--- src/rtl/shiftreg_seq_ctrl.sv ---
// Parallel-in/serial-out sequencer: accepts a word over valid/ready and streams
// up to WIDTH bits onto a 1-bit link with back-pressure, abort and a done pulse.
module shiftreg_seq_ctrl #(
    parameter int unsigned WIDTH = 8,
    parameter int unsigned CNT_W = 4
) (
    input  logic             clk,
    input  logic             clear,
    input  logic             in_valid,
    output logic             in_ready,
    input  logic [WIDTH-1:0] in_data,
    input  logic [CNT_W-1:0] in_len,
    input  logic             in_dir,
    output logic             ser_out,
    output logic             ser_valid,
    input  logic             ser_ready,
    input  logic             abort,
    output logic             busy,
    output logic             done
);

    localparam logic [CNT_W-1:0] LEN_MAX = CNT_W'(WIDTH);
    localparam logic [CNT_W-1:0] CNT_ONE = CNT_W'(1);

    typedef enum logic [1:0] {
        IDLE  = 2'd0,
        SHIFT = 2'd1,
        DONE  = 2'd2
    } state_t;

    state_t           state, state_d;
    logic [WIDTH-1:0] sreg, sreg_d;
    logic [CNT_W-1:0] cnt, cnt_d;
    logic             dir, dir_d;

    logic in_ready_d, ser_valid_d, ser_out_d, busy_d, done_d;

    // State, datapath and registered outputs; outputs are decoded from next state
    // so they line up with the state they describe.
    always_ff @(posedge clk or negedge clear) begin
        if (!clear) begin
            state     <= IDLE;
            sreg      <= '0;
            cnt       <= '0;
            dir       <= 1'b0;
            in_ready  <= 1'b0;
            ser_valid <= 1'b0;
            ser_out   <= 1'b0;
            busy      <= 1'b0;
            done      <= 1'b0;
        end else begin
            state     <= state_d;
            sreg      <= sreg_d;
            cnt       <= cnt_d;
            dir       <= dir_d;
            in_ready  <= in_ready_d;
            ser_valid <= ser_valid_d;
            ser_out   <= ser_out_d;
            busy      <= busy_d;
            done      <= done_d;
        end
    end

    // Next-state, shift/count update and output decode.
    always_comb begin
        state_d = state;
        sreg_d  = sreg;
        cnt_d   = cnt;
        dir_d   = dir;

        unique case (state)
            IDLE: begin
                if (in_valid && in_ready) begin
                    sreg_d  = in_data;
                    dir_d   = in_dir;
                    cnt_d   = ((in_len == '0) || (in_len > LEN_MAX)) ? LEN_MAX : in_len;
                    state_d = SHIFT;
                end
            end
            SHIFT: begin
                // Abort wins over a beat presented in the same cycle.
                if (abort) begin
                    state_d = IDLE;
                    sreg_d  = '0;
                    cnt_d   = '0;
                end else if (ser_ready) begin
                    sreg_d = dir ? {1'b0, sreg[WIDTH-1:1]} : {sreg[WIDTH-2:0], 1'b0};
                    cnt_d  = cnt - CNT_ONE;
                    if (cnt == CNT_ONE) begin
                        state_d = DONE;
                    end
                end
            end
            DONE:    state_d = IDLE;
            default: state_d = IDLE;
        endcase

        in_ready_d  = (state_d == IDLE);
        ser_valid_d = (state_d == SHIFT);
        busy_d      = (state_d == SHIFT);
        done_d      = (state_d == DONE);
        ser_out_d   = (state_d == SHIFT) ? (dir_d ? sreg_d[0] : sreg_d[WIDTH-1]) : 1'b0;
    end

endmodule

--- config.mk ---
export PLATFORM = sky130hd
export DESIGN_NAME = shiftreg_seq_ctrl
export DESIGN_NICKNAME = d
export VERILOG_FILES = /design/src/rtl/shiftreg_seq_ctrl.sv
export SDC_FILE = /design/constraint.sdc
export NUM_CORES = 1
export LEC_CHECK = 0
export CAP_MARGIN = 20
export CORE_AREA = 2 2 65 67
export DETAILED_ROUTE_END_ITERATION = 10
export DIE_AREA = 0 0 67 69
export GPL_TIMING_DRIVEN = 0
export PLACE_DENSITY = 0.43
export SLEW_MARGIN = 20
export SYNTH_ARGS = -nofsm -noshare
export SYNTH_HDL_FRONTEND = slang
export SYNTH_SLANG_ARGS = --single-unit
--- constraint.sdc ---
create_clock -name clk -period 1.79 [get_ports clk]
set_input_delay 0.4475 -clock clk [delete_from_list [all_inputs] [get_ports clk]]
set_output_delay 0.4475 -clock clk [all_outputs]
set_load 0.02 [all_outputs]
==> out/metrics.yaml <==
outcome: "complete, no violations"
drt_iter0_drc: 34
setup_violations: 0
avgSynthCellArea_um2: 10.4
clk_pin_slew_worst_paths_ps: 70
cap_violations: 0
synth.top_cell.area_share: 0.483
dp_hpwl_mm: 1.74
ys_seq_area_frac: 0.483
numCtsBuffers: 3
postSynthCellCount: 95
clk_latency_ps: 250
worst_pin_slew_ps: 883
synth.top_cells.by_area: "dfrtp_1, a221o_1, mux2i_1, nor2_1, ha_1"
num_vias: 781
post-route-util: 0.344
routed_wl_mm: 2.33
hold_buffers: 0
layout-drive-gt1-share: 0.0992
rsz0062_at_grt: "no"
multi_input_area_um2: 470
post_drt_wl_per_cell_um: 13.6
htree_levels: 1
start_util: 0.251
crit_path_end_kind: "register"
dieHeight_um: 69
vias_per_cell: 4.57
arrival_ps: 1850
rows: 23
gp_congestion: 0.801
cts_tree: "built"
cp-start-kind: "input pin"
period_share: 0.956
hold_viol: 0
netlist_area_um2: 983
slew_violations: 0
grt_use_total: 0.111
die_area_mm2: 0.00462
max_freq_ghz: 0.585
io_buffers: 22
maxSlewHeadroom: 0.409
grt_pass1_wl_mm: 3.98
fin_ws_ps: 79.2
drcViolationCount: 0
first_pass_iters: 5
drtAntennaViolNets: 0
critPathRequiredTime_ps: 1930
min_period_ps: 1710
power_leakage_nw: 0.596
cts_buffer_depth: 2
grt_antenna_before_repair: 0
dieWidth_um: 67
dpl-instance-area_mm2: 0.00127
pre_cts_ws_ps: -314
synth_largest_area_cell: "dfrtp_1"
seqCellArea_um2: 475
ir_worst_vdd_mv: 0.374
crit_fanout: 10
hp-class: "register to register"
clock_skew_ps: 0.793
fin_area_mm2: 0.00135
holdWs_ps: 511
criticalPathCategory: "input pin to register"
p_per_area_mw_per_mm2: 1450
antenna_cells: 0
fill_cells: 434
grt_pass1_vias: 835
grt_max_degree: 20
synth_nets: 115
ios: 23
globalRouteOverflowTotal: 0
fp.coreArea_mm2: 0.00391
ys_ff_latch: 19
synth_warnings: 0
root_buffer: "clkbuf_8"
cts_sinks: 19
area_delta_synth_final_pct: 36.9
ys_types: 32
nets: 142
-- area by class of cell --
cell class / count / share of cell area
flip-flops and latches: 19 / 0.353
repair buffers: 23 / 0.173
plain buffers: 5 / 0.0279
clock buffers: 4 / 0.0335
inverters: 6 / 0.0167
multi-input cells: 64 / 0.349
well taps: 50 / 0.0465
-- cells by family after synthesis --
family	count (synthesis)	share of synthesized area
AO/OA/AOI/OAI	24	0.188
adder cells (fa/ha/maj)	2	0.0254
buffers and inverters	12	0.0585
flip-flops	19	0.483
multiplexers	7	0.0712
AND/OR/NAND/NOR	31	0.173
-- metal layers --
metal | wire length, um | track usage
met4 | 11 | 0.0272
met2 | 1080 | 0.169
met3 | 117 | 0.0277
met5 | 0 | 0
met1 | 1120 | 0.157
-- where the power goes --
part	total, W	leakage [nW]	internal, W	switching, W
clock	0.000298	0.0228	0.000158	0.000140
sequential	0.000721	0.242	0.000594	0.000127
combinational	0.000938	0.331	0.000472	0.000466
-- what timing repair did --
action,4_1_cts,5_1_grt
cloned,0,0
setup buffers,0,1
gates resized for setup,3,4
endpoints found under the setup margin,4,5
pin swaps,0,1
-- registers in the layout (all words and copies together), names as in the netlist --
register / flops
sreg: 8
cnt: 4
state: 2
busy: 1
dir: 1
done: 1
in_ready: 1
ser_out: 1
-- synthesized netlist by cell type (all sizes together) --
| library cell | count |
|---|---|
| nand2 | 4 |
| nand3 | 1 |
| inv | 6 |
| clkbuf | 3 |
| a211o | 1 |
| or2 | 1 |
| or3b | 1 |
| nor2 | 12 |
| or3 | 1 |
| a31oi | 1 |
| a221o | 7 |
| o21bai | 2 |
| nor4 | 2 |
| nand2b | 1 |
| nand4bb | 1 |
| mux2i | 7 |
| nor3 | 3 |
| a22oi | 1 |
| o211a | 1 |
| and2b | 1 |
| o21ai | 5 |
| and4bb | 1 |
| a21oi | 4 |
| a311oi | 1 |
| buf | 3 |
| or2b | 1 |
| nor3b | 1 |
| o2bb2a | 1 |
| dfrtp | 19 |
| ha | 2 |
-- cells in the final DEF, fill, tap and decap left out, types with 2 or more instances in the layout --
master / Yosys / routed
dfrtp_1: 19 / 19
clkbuf_1: 2 / 2
nand2_1: 4 / 4
o21ai_0: 5 / 5
ha_1: 2 / 2
a21oi_1: 3 / 3
mux2i_1: 7 / 6
o21bai_1: 2 / 2
clkbuf_8: 0 / 3
nor2_1: 12 / 12
clkdlybuf4s50_1: 0 / 20
dlymetal6s2s_1: 0 / 2
a221o_1: 7 / 7
buf_4: 3 / 3
inv_1: 6 / 6
nor3_1: 3 / 3
nor4_1: 2 / 2
-- path summary, 6_finish.rpt --
check / from / slack (ps) / cells past startpoint / to
worst max-delay path: in_valid / 80 / 6 / ser_out
worst min-delay path: cnt[3] / 510 / 1 / state[1]
worst max register to register: state[0] / 220 / 5 / ser_out
worst min register to register: cnt[3] / 510 / 1 / state[1]
max in group asynchronous: clear / 560 / 1 / sreg[6]
min in group asynchronous: clear / 700 / 1 / cnt[3]
-- critical path, stage by stage --
cell and delay, ps:
clkdlybuf4s50_1 450, and4bb_4 300, buf_6 170, mux2i_4 250
nand3_1 100, o211a_1 130
-- through the flow --
step                      TNS [ps]  cells  power (W)
after floorplan                  0     95    0.00132
after global placement       -2590    167    0.00161
after detailed placement     -2380    167    0.00161
after CTS                        0    171    0.00195
after global routing             0    171    0.00212
final                            0    171    0.00196
Power figures use the tool's default switching activity.
